File: src/rtl/alu_pkg.sv
// alu_pkg: shared ALU control encodings, operand-select encodings and datapath width
package alu_pkg;
    localparam int XLEN = 32;
    typedef enum logic [3:0] {
        ALU_ADD   = 4'b0000,
        ALU_SUB   = 4'b0001,
        ALU_AND   = 4'b0010,
        ALU_OR    = 4'b0011,
        ALU_XOR   = 4'b0100,
        ALU_SLL   = 4'b0101,
        ALU_SRL   = 4'b0110,
        ALU_SRA   = 4'b0111,
        ALU_SLT   = 4'b1000,
        ALU_SLTU  = 4'b1001,
        ALU_LUI   = 4'b1010,
        ALU_AUIPC = 4'b1011,
        ALU_JAL   = 4'b1100,
        ALU_JALR  = 4'b1101
    } alu_op_e;
    typedef enum logic [1:0] {
        SRC_A_RS1  = 2'b00,
        SRC_A_PC   = 2'b01,
        SRC_A_ZERO = 2'b10
    } src_a_e;
    typedef enum logic [1:0] {
        SRC_B_RS2  = 2'b00,
        SRC_B_IMM  = 2'b01,
        SRC_B_FOUR = 2'b10
    } src_b_e;
endpackage

File: src/rtl/alu_operand_stage_if.sv
// alu_operand_stage_if: decode-side and ALU-side handshake/bus of the operand stage
// master: upstream/downstream environment; slave: the operand stage itself
interface alu_operand_stage_if #(parameter int XLEN = alu_pkg::XLEN);
    logic            in_valid;
    logic            in_ready;
    logic [4:0]      rs1_addr;
    logic [4:0]      rs2_addr;
    logic [XLEN-1:0] rs1_data;
    logic [XLEN-1:0] rs2_data;
    logic [XLEN-1:0] imm;
    logic [XLEN-1:0] pc;
    logic [1:0]      src_a_sel;
    logic [1:0]      src_b_sel;
    logic [3:0]      alu_ctrl_in;
    logic [4:0]      rd_in;
    logic            reg_write_in;
    logic            out_valid;
    logic            out_ready;
    logic [XLEN-1:0] a;
    logic [XLEN-1:0] b;
    logic [3:0]      ALUControl;
    logic [4:0]      rd_out;
    logic            reg_write_out;
    logic [XLEN-1:0] store_data;
    modport master (
        output in_valid, rs1_addr, rs2_addr, rs1_data, rs2_data, imm, pc,
               src_a_sel, src_b_sel, alu_ctrl_in, rd_in, reg_write_in, out_ready,
        input  in_ready, out_valid, a, b, ALUControl, rd_out, reg_write_out, store_data
    );
    modport slave (
        input  in_valid, rs1_addr, rs2_addr, rs1_data, rs2_data, imm, pc,
               src_a_sel, src_b_sel, alu_ctrl_in, rd_in, reg_write_in, out_ready,
        output in_ready, out_valid, a, b, ALUControl, rd_out, reg_write_out, store_data
    );
endinterface

File: src/rtl/alu_operand_stage_forward_unit.sv
// forward_unit: bypass selection for one source operand
// in: rs_addr/rs_data, EX/MEM and MEM/WB rd/reg_write/result; out: fwd
// FORWARDING_EN defined -> bypass active; undefined -> rs_data passes through
module forward_unit #(parameter int XLEN = alu_pkg::XLEN) (
    input  logic [4:0]      rs_addr,
    input  logic [XLEN-1:0] rs_data,
    input  logic [4:0]      exm_rd,
    input  logic            exm_reg_write,
    input  logic [XLEN-1:0] exm_result,
    input  logic [4:0]      mwb_rd,
    input  logic            mwb_reg_write,
    input  logic [XLEN-1:0] mwb_result,
    output logic [XLEN-1:0] fwd
);
`ifdef FORWARDING_EN
    logic exm_hit, mwb_hit;
    // x0 is hardwired, so a match on index 0 is never a real producer
    assign exm_hit = exm_reg_write && exm_rd == rs_addr && exm_rd != 5'd0;
    assign mwb_hit = mwb_reg_write && mwb_rd == rs_addr && mwb_rd != 5'd0;
    assign fwd = exm_hit ? exm_result : mwb_hit ? mwb_result : rs_data;
`else
    logic unused_fwd;
    assign unused_fwd = ^{rs_addr, exm_rd, exm_reg_write, exm_result, mwb_rd, mwb_reg_write, mwb_result};
    assign fwd = rs_data;
`endif
endmodule

File: src/rtl/alu_operand_stage.sv
// alu_operand_stage: single-entry registered operand select/forward stage
// ports: clk, rst_n (async active-low), bus (alu_operand_stage_if.slave: decode and ALU handshakes),
//        flush, exm_rd/exm_reg_write/exm_result, mwb_rd/mwb_reg_write/mwb_result
// macro: FORWARDING_EN enables EX/MEM and MEM/WB bypass
module alu_operand_stage
    import alu_pkg::*;
#(parameter int XLEN = alu_pkg::XLEN) (
    input  logic                clk,
    input  logic                rst_n,
    alu_operand_stage_if.slave  bus,
    input  logic                flush,
    input  logic [4:0]          exm_rd,
    input  logic                exm_reg_write,
    input  logic [XLEN-1:0]     exm_result,
    input  logic [4:0]          mwb_rd,
    input  logic                mwb_reg_write,
    input  logic [XLEN-1:0]     mwb_result
);
    logic [XLEN-1:0] rs1_fwd, rs2_fwd, a_nxt, b_nxt;
    logic            load;
    forward_unit #(.XLEN(XLEN)) u_fwd1 (
        .rs_addr(bus.rs1_addr), .rs_data(bus.rs1_data),
        .exm_rd(exm_rd), .exm_reg_write(exm_reg_write), .exm_result(exm_result),
        .mwb_rd(mwb_rd), .mwb_reg_write(mwb_reg_write), .mwb_result(mwb_result),
        .fwd(rs1_fwd)
    );
    forward_unit #(.XLEN(XLEN)) u_fwd2 (
        .rs_addr(bus.rs2_addr), .rs_data(bus.rs2_data),
        .exm_rd(exm_rd), .exm_reg_write(exm_reg_write), .exm_result(exm_result),
        .mwb_rd(mwb_rd), .mwb_reg_write(mwb_reg_write), .mwb_result(mwb_result),
        .fwd(rs2_fwd)
    );
    always_comb begin
        a_nxt = bus.src_a_sel == SRC_A_RS1 ? rs1_fwd :
                bus.src_a_sel == SRC_A_PC  ? bus.pc  : '0;
        b_nxt = bus.src_b_sel == SRC_B_RS2  ? rs2_fwd :
                bus.src_b_sel == SRC_B_IMM  ? bus.imm :
                bus.src_b_sel == SRC_B_FOUR ? XLEN'(4) : '0;
    end
    assign bus.in_ready = !bus.out_valid || bus.out_ready;
    assign load = bus.in_valid && bus.in_ready;
    always_ff @(posedge clk or negedge rst_n) begin
        if (!rst_n) begin
            bus.out_valid     <= 1'b0;
            bus.reg_write_out <= 1'b0;
            bus.a             <= '0;
            bus.b             <= '0;
            bus.store_data    <= '0;
            bus.ALUControl    <= ALU_ADD;
            bus.rd_out        <= '0;
        end else begin
            if (flush) begin
                bus.out_valid     <= 1'b0;
                bus.reg_write_out <= 1'b0;
            end else if (load) begin
                bus.out_valid     <= 1'b1;
                bus.reg_write_out <= bus.reg_write_in;
            end else if (bus.out_ready) begin
                bus.out_valid     <= 1'b0;
            end
            if (load && !flush) begin
                bus.a          <= a_nxt;
                bus.b          <= b_nxt;
                bus.store_data <= rs2_fwd;
                bus.ALUControl <= bus.alu_ctrl_in;
                bus.rd_out     <= bus.rd_in;
            end
        end
    end
endmodule

File: src/flat_wrapper.sv
// flat-port wrapper written by rule: the top's interface ports become plain ports
module alu_operand_stage_flat import alu_pkg::*;
#(parameter int XLEN = alu_pkg::XLEN)
  (clk, rst_n, flush, exm_rd, exm_reg_write, exm_result, mwb_rd, mwb_reg_write, mwb_result, bus_in_valid, bus_rs1_addr, bus_rs2_addr, bus_rs1_data, bus_rs2_data, bus_imm, bus_pc, bus_src_a_sel, bus_src_b_sel, bus_alu_ctrl_in, bus_rd_in, bus_reg_write_in, bus_out_ready, bus_in_ready, bus_out_valid, bus_a, bus_b, bus_ALUControl, bus_rd_out, bus_reg_write_out, bus_store_data);
  alu_operand_stage_if #(.XLEN(XLEN)) bus_i ();
  input  logic clk;
  input  logic rst_n;
  input  logic flush;
  input  logic [4:0] exm_rd;
  input  logic exm_reg_write;
  input  logic [XLEN-1:0] exm_result;
  input  logic [4:0] mwb_rd;
  input  logic mwb_reg_write;
  input  logic [XLEN-1:0] mwb_result;
  input wire logic [$bits(bus_i.in_valid)-1:0] bus_in_valid;
  input wire logic [$bits(bus_i.rs1_addr)-1:0] bus_rs1_addr;
  input wire logic [$bits(bus_i.rs2_addr)-1:0] bus_rs2_addr;
  input wire logic [$bits(bus_i.rs1_data)-1:0] bus_rs1_data;
  input wire logic [$bits(bus_i.rs2_data)-1:0] bus_rs2_data;
  input wire logic [$bits(bus_i.imm)-1:0] bus_imm;
  input wire logic [$bits(bus_i.pc)-1:0] bus_pc;
  input wire logic [$bits(bus_i.src_a_sel)-1:0] bus_src_a_sel;
  input wire logic [$bits(bus_i.src_b_sel)-1:0] bus_src_b_sel;
  input wire logic [$bits(bus_i.alu_ctrl_in)-1:0] bus_alu_ctrl_in;
  input wire logic [$bits(bus_i.rd_in)-1:0] bus_rd_in;
  input wire logic [$bits(bus_i.reg_write_in)-1:0] bus_reg_write_in;
  input wire logic [$bits(bus_i.out_ready)-1:0] bus_out_ready;
  output wire logic [$bits(bus_i.in_ready)-1:0] bus_in_ready;
  output wire logic [$bits(bus_i.out_valid)-1:0] bus_out_valid;
  output wire logic [$bits(bus_i.a)-1:0] bus_a;
  output wire logic [$bits(bus_i.b)-1:0] bus_b;
  output wire logic [$bits(bus_i.ALUControl)-1:0] bus_ALUControl;
  output wire logic [$bits(bus_i.rd_out)-1:0] bus_rd_out;
  output wire logic [$bits(bus_i.reg_write_out)-1:0] bus_reg_write_out;
  output wire logic [$bits(bus_i.store_data)-1:0] bus_store_data;
  assign bus_i.in_valid = bus_in_valid;
  assign bus_i.rs1_addr = bus_rs1_addr;
  assign bus_i.rs2_addr = bus_rs2_addr;
  assign bus_i.rs1_data = bus_rs1_data;
  assign bus_i.rs2_data = bus_rs2_data;
  assign bus_i.imm = bus_imm;
  assign bus_i.pc = bus_pc;
  assign bus_i.src_a_sel = bus_src_a_sel;
  assign bus_i.src_b_sel = bus_src_b_sel;
  assign bus_i.alu_ctrl_in = bus_alu_ctrl_in;
  assign bus_i.rd_in = bus_rd_in;
  assign bus_i.reg_write_in = bus_reg_write_in;
  assign bus_i.out_ready = bus_out_ready;
  assign bus_in_ready = bus_i.in_ready;
  assign bus_out_valid = bus_i.out_valid;
  assign bus_a = bus_i.a;
  assign bus_b = bus_i.b;
  assign bus_ALUControl = bus_i.ALUControl;
  assign bus_rd_out = bus_i.rd_out;
  assign bus_reg_write_out = bus_i.reg_write_out;
  assign bus_store_data = bus_i.store_data;
  alu_operand_stage #(.XLEN(XLEN)) u_core (.clk(clk), .rst_n(rst_n), .bus(bus_i), .flush(flush), .exm_rd(exm_rd), .exm_reg_write(exm_reg_write), .exm_result(exm_result), .mwb_rd(mwb_rd), .mwb_reg_write(mwb_reg_write), .mwb_result(mwb_result));
endmodule
File: config.mk
export PLATFORM = sky130hd
export DESIGN_NAME = alu_operand_stage_flat
export DESIGN_NICKNAME = d
export VERILOG_FILES = /design/src/rtl/alu_pkg.sv /design/src/rtl/alu_operand_stage_if.sv /design/src/rtl/alu_operand_stage_forward_unit.sv /design/src/rtl/alu_operand_stage.sv /design/src/flat_wrapper.sv
export SDC_FILE = /design/constraint.sdc
export NUM_CORES = 1
export LEC_CHECK = 0
export ABC_CLOCK_PERIOD_IN_PS = 2200
export CAP_MARGIN = 20
export CORE_MARGIN = 8
export CORE_UTILIZATION = 37
export CTS_BUF_LIST = sky130_fd_sc_hd__clkbuf_4 sky130_fd_sc_hd__clkbuf_8
export CTS_CLUSTER_SIZE = 12
export DETAILED_ROUTE_END_ITERATION = 10
export PLACE_DENSITY = 0.83
export SLEW_MARGIN = 25
export SYNTH_ARGS = -nofsm -noshare
export SYNTH_HDL_FRONTEND = slang
export SYNTH_SLANG_ARGS = --single-unit
File: constraint.sdc
create_clock -name clk -period 2.2 [get_ports clk]
set_input_delay 0.33 -clock clk [delete_from_list [all_inputs] [get_ports clk]]
set_output_delay 0.33 -clock clk [all_outputs]
set_load 0.02 [all_outputs]
==> results.toml <==
[outcome]
run_status = "completed"

[cts]
max-clock-path-buffers = 2
cts_tree = "yes"
root_buffer = "clkbuf_8"
numCtsBuffers = 9
cts_sinks = 107
clock_pin_slew_of_the_registers_on_the_worst_case_setup_and_hold_paths_ns = 0.10
maximum_level_of_the_cts_h_tree = 3
postCtsSetupBuffers = 0
worstSkewPairLatency_ns = 0.37

[synthesis]
post-synth-top-area-fraction = 0.5194
synth.net_count = 609
synthMostInstantiatedCell = "dfrtp_1"
post_synth_num_cell_types = 17
avgSynthCellArea_um2 = 13.71
most_area_consuming_cells_after_synthesis = "dfrtp_1 (52%), mux2_4 (15%), mux2i_1 (12%)"
ys_async_sr_fraction = 1.000
post_synth_most_frequent_cells = "dfrtp_1 (107), mux2i_1 (63), nor2_1 (63)"
number_of_flops_mapped_to_enable_cells_by_yosys = 0
synth_ff_type = "dfrtp_1"
synth_sequential_area_ratio = 0.5194
yosys.area.top_type = "dfrtp_1"
synth_area_um2 = 5155
yosys_warnings = 0
register_bit_total_from_synthesis = 107
netlist_instances = 376

[global_route]
grt.total_usage = 0.1674
antenna_violations_before_repair = 0
global_route_wire_length_before_repair_mm = 23.76
grt_start_max_net_pins = 59
grt.overflow.total = 0
first_global_vias = 4393

[drt]
postRouteWirelength_mm = 15.21
dr.first_iter.drc_count = 122
drt_pass_1_iters = 4
via_count = 3852
wl_per_cell_um = 18.80
post-route-drc-count = 0
ant_nets = 0
vias_per_cell = 4.761

[setup_path]
timing.critical_path.required_ns = 1.87
worst_ep_arrival_time_ns = 1.62
setup.worst_path.end = "bus_in_ready"
startpoint = "u_core.bus.out_valid$_DFFE_PN0P_"
worstReg2RegEnd = "u_core.bus.store_data[11]$_DFFE_PN0P_"
worst-r2r-setup-slack_ns = 0.54
critical_path_peak_fanout = 3
rr_startpoint = "u_core.bus.out_valid$_DFFE_PN0P_"
setup.worst_path.end_class = "output port"
r2r.worst_path.cells = 4
timing_worst_setup_path_type = "reg -> out"
critical_path_start_type = "register"

[sta]
setup-tns-final_ns = 0
final.setup_skew_ns = 0.01278
period_needed_ns = 1.947
max_slew.worst_pin.slew_ns = 0.5179
grt_setup_unrepaired = "false"
report.final.slew_viol_count = 0
fin_worst_hold_slack_ns = 0.5033
number_of_failing_setup_endpoints_in_the_final_timing_report = 0
report.final.hold_viol_count = 0
achievable-frequency_mhz = 513.7
max-slew-margin-rel = 0.6547
fin_crit_sh = 0.8849

[placement]
dpl-instance-area_um2 = 7869
port-buffer-count = 254
hpwlAfterDp_mm = 11.87
place.gp.congestion = 0.7610

[floorplanning]
rows = 43
fp.coreArea_um2 = 13720
initial_standard_cell_utilization_of_the_core = 0.3757
design.portCount = 341
fp.dieArea_um2 = 17970
die-height_um = 134.0
die_width_um = 134.0

[layout]
final_area_um2 = 8051
layout_cell_share_with_drive_strength_beyond_1 = 0.2130
area_added_between_synthesis_and_finish_pct = 56.19
antenna-diode-count = 0
design.final.nets = 858

[flow_run]
cap_viol_max_count = 0

[min_path]
worstHoldPathType = "in -> async"

[power]
p_leak_nw = 3.703
irDropWorstVdd_mv = 0.4551
power_density_nw_per_um2 = 698.5
-- final cells by class --
type                            instances  area, um^2
Sequential cell                       107        2678
Multi-Input combinational cell        240        2291
Clock buffer                           13       160.2
Inverter                                2       7.507
Tap cell                              180       225.2
Fill cell                            1134        5668
Timing Repair Buffer                  265        2678
Clock inverter                          2       12.51
-- kinds of logic (layout without fill, tap and decap cells) --
logic type | Yosys count | count (layout) | share of synthesized area
muxes | 168 | 168 | 0.3881
DFF | 107 | 107 | 0.5194
and+or+nand+nor | 68 | 68 | 0.05146
buffers and inverters | 29 | 282 | 0.03714
AOI/OAI and AO/OA | 4 | 4 | 0.003882
-- critical path: stages (launching register included) --
cell and delay, ns:
dfrtp_1 0.38, nor2b_1 0.15, inv_1 0.09, clkdlybuf4s50_1 0.63
-- routing by layer --
| layer | share of wire | wire (um) | vias to the layer above | global-route usage |
|---|---|---|---|---|
| met5 | 0 | 0 | - | 0 |
| met4 | 0.022 | 335 | 0 | 0.06800 |
| met3 | 0.11 | 1654 | 22 | 0.07442 |
| met2 | 0.47 | 7096 | 178 | 0.2714 |
| met1 | 0.40 | 6124 | 1857 | 0.1890 |
| li1 | - | - | 1795 | - |
-- through the flow --
stage | util | total power, mW | std cells | worst slack, ns
global route | 0.5869 | 5.896 | 809 | 0.1920
CTS | 0.5869 | 5.709 | 809 | 0.2104
finish | 0.5869 | 5.624 | 809 | 0.2532
floorplan | - | 3.449 | 376 | 0.4639
global placement | 0.5736 | 4.513 | 793 | 0.1763
detailed placement | 0.5736 | 4.575 | 793 | 0.1072
-- registers in the layout, indices dropped and copies added (netlist names) --
name / cells
u_core.bus.ALUControl: 4
u_core.bus.out_valid: 1
u_core.bus.b: 32
u_core.bus.reg_write_out: 1
u_core.bus.rd_out: 5
u_core.bus.store_data: 32
u_core.bus.a: 32
-- worst min path at each step --
stage	depth (start not counted)	from	slack, ns	end
floorplan	0	rst_n	0.03	u_core.bus.ALUControl[0]$_DFFE_PN0P_
global placement	1	rst_n	0.33	u_core.bus.a[17]$_DFFE_PN0P_
detailed placement	1	rst_n	0.34	u_core.bus.a[13]$_DFFE_PN0P_
CTS	2	rst_n	0.48	u_core.bus.a[13]$_DFFE_PN0P_
global route	2	rst_n	0.53	u_core.bus.a[13]$_DFFE_PN0P_
finish	2	rst_n	0.50	u_core.bus.a[13]$_DFFE_PN0P_
-- timing repair --
action                                 CTS  global route
endpoints found under the hold margin   34             0
resized for setup                        0             0
setup endpoints to repair                0             0
hold buffers                             1             0
-- power breakdown --
part / leakage (nW) / switching (mW) / total [mW] / internal [mW]
clock: 0.0898 / 0.633 / 1.11 / 0.474
combinational: 2.28 / 0.894 / 2.07 / 1.17
sequential: 1.33 / 0.173 / 2.45 / 2.28
total: 3.70 / 1.70 / 5.62 / 3.92
-- cells in the final DEF, fill, tap and decap left out, types with 2 or more instances in the layout --
| cell type | netlist | routed |
|---|---|---|
| clkdlybuf4s50_1 | 0 | 251 |
| buf_2 | 12 | 2 |
| mux2_4 | 50 | 50 |
| inv_1 | 2 | 2 |
| mux2_2 | 55 | 55 |
| mux2i_1 | 63 | 63 |
| buf_4 | 0 | 6 |
| clkbuf_8 | 0 | 10 |
| clkbuf_4 | 0 | 3 |
| buf_12 | 0 | 5 |
| nor2_1 | 63 | 63 |
| dfrtp_1 | 107 | 107 |
| a21oi_1 | 3 | 3 |
(Power assumes the default switching activity.)
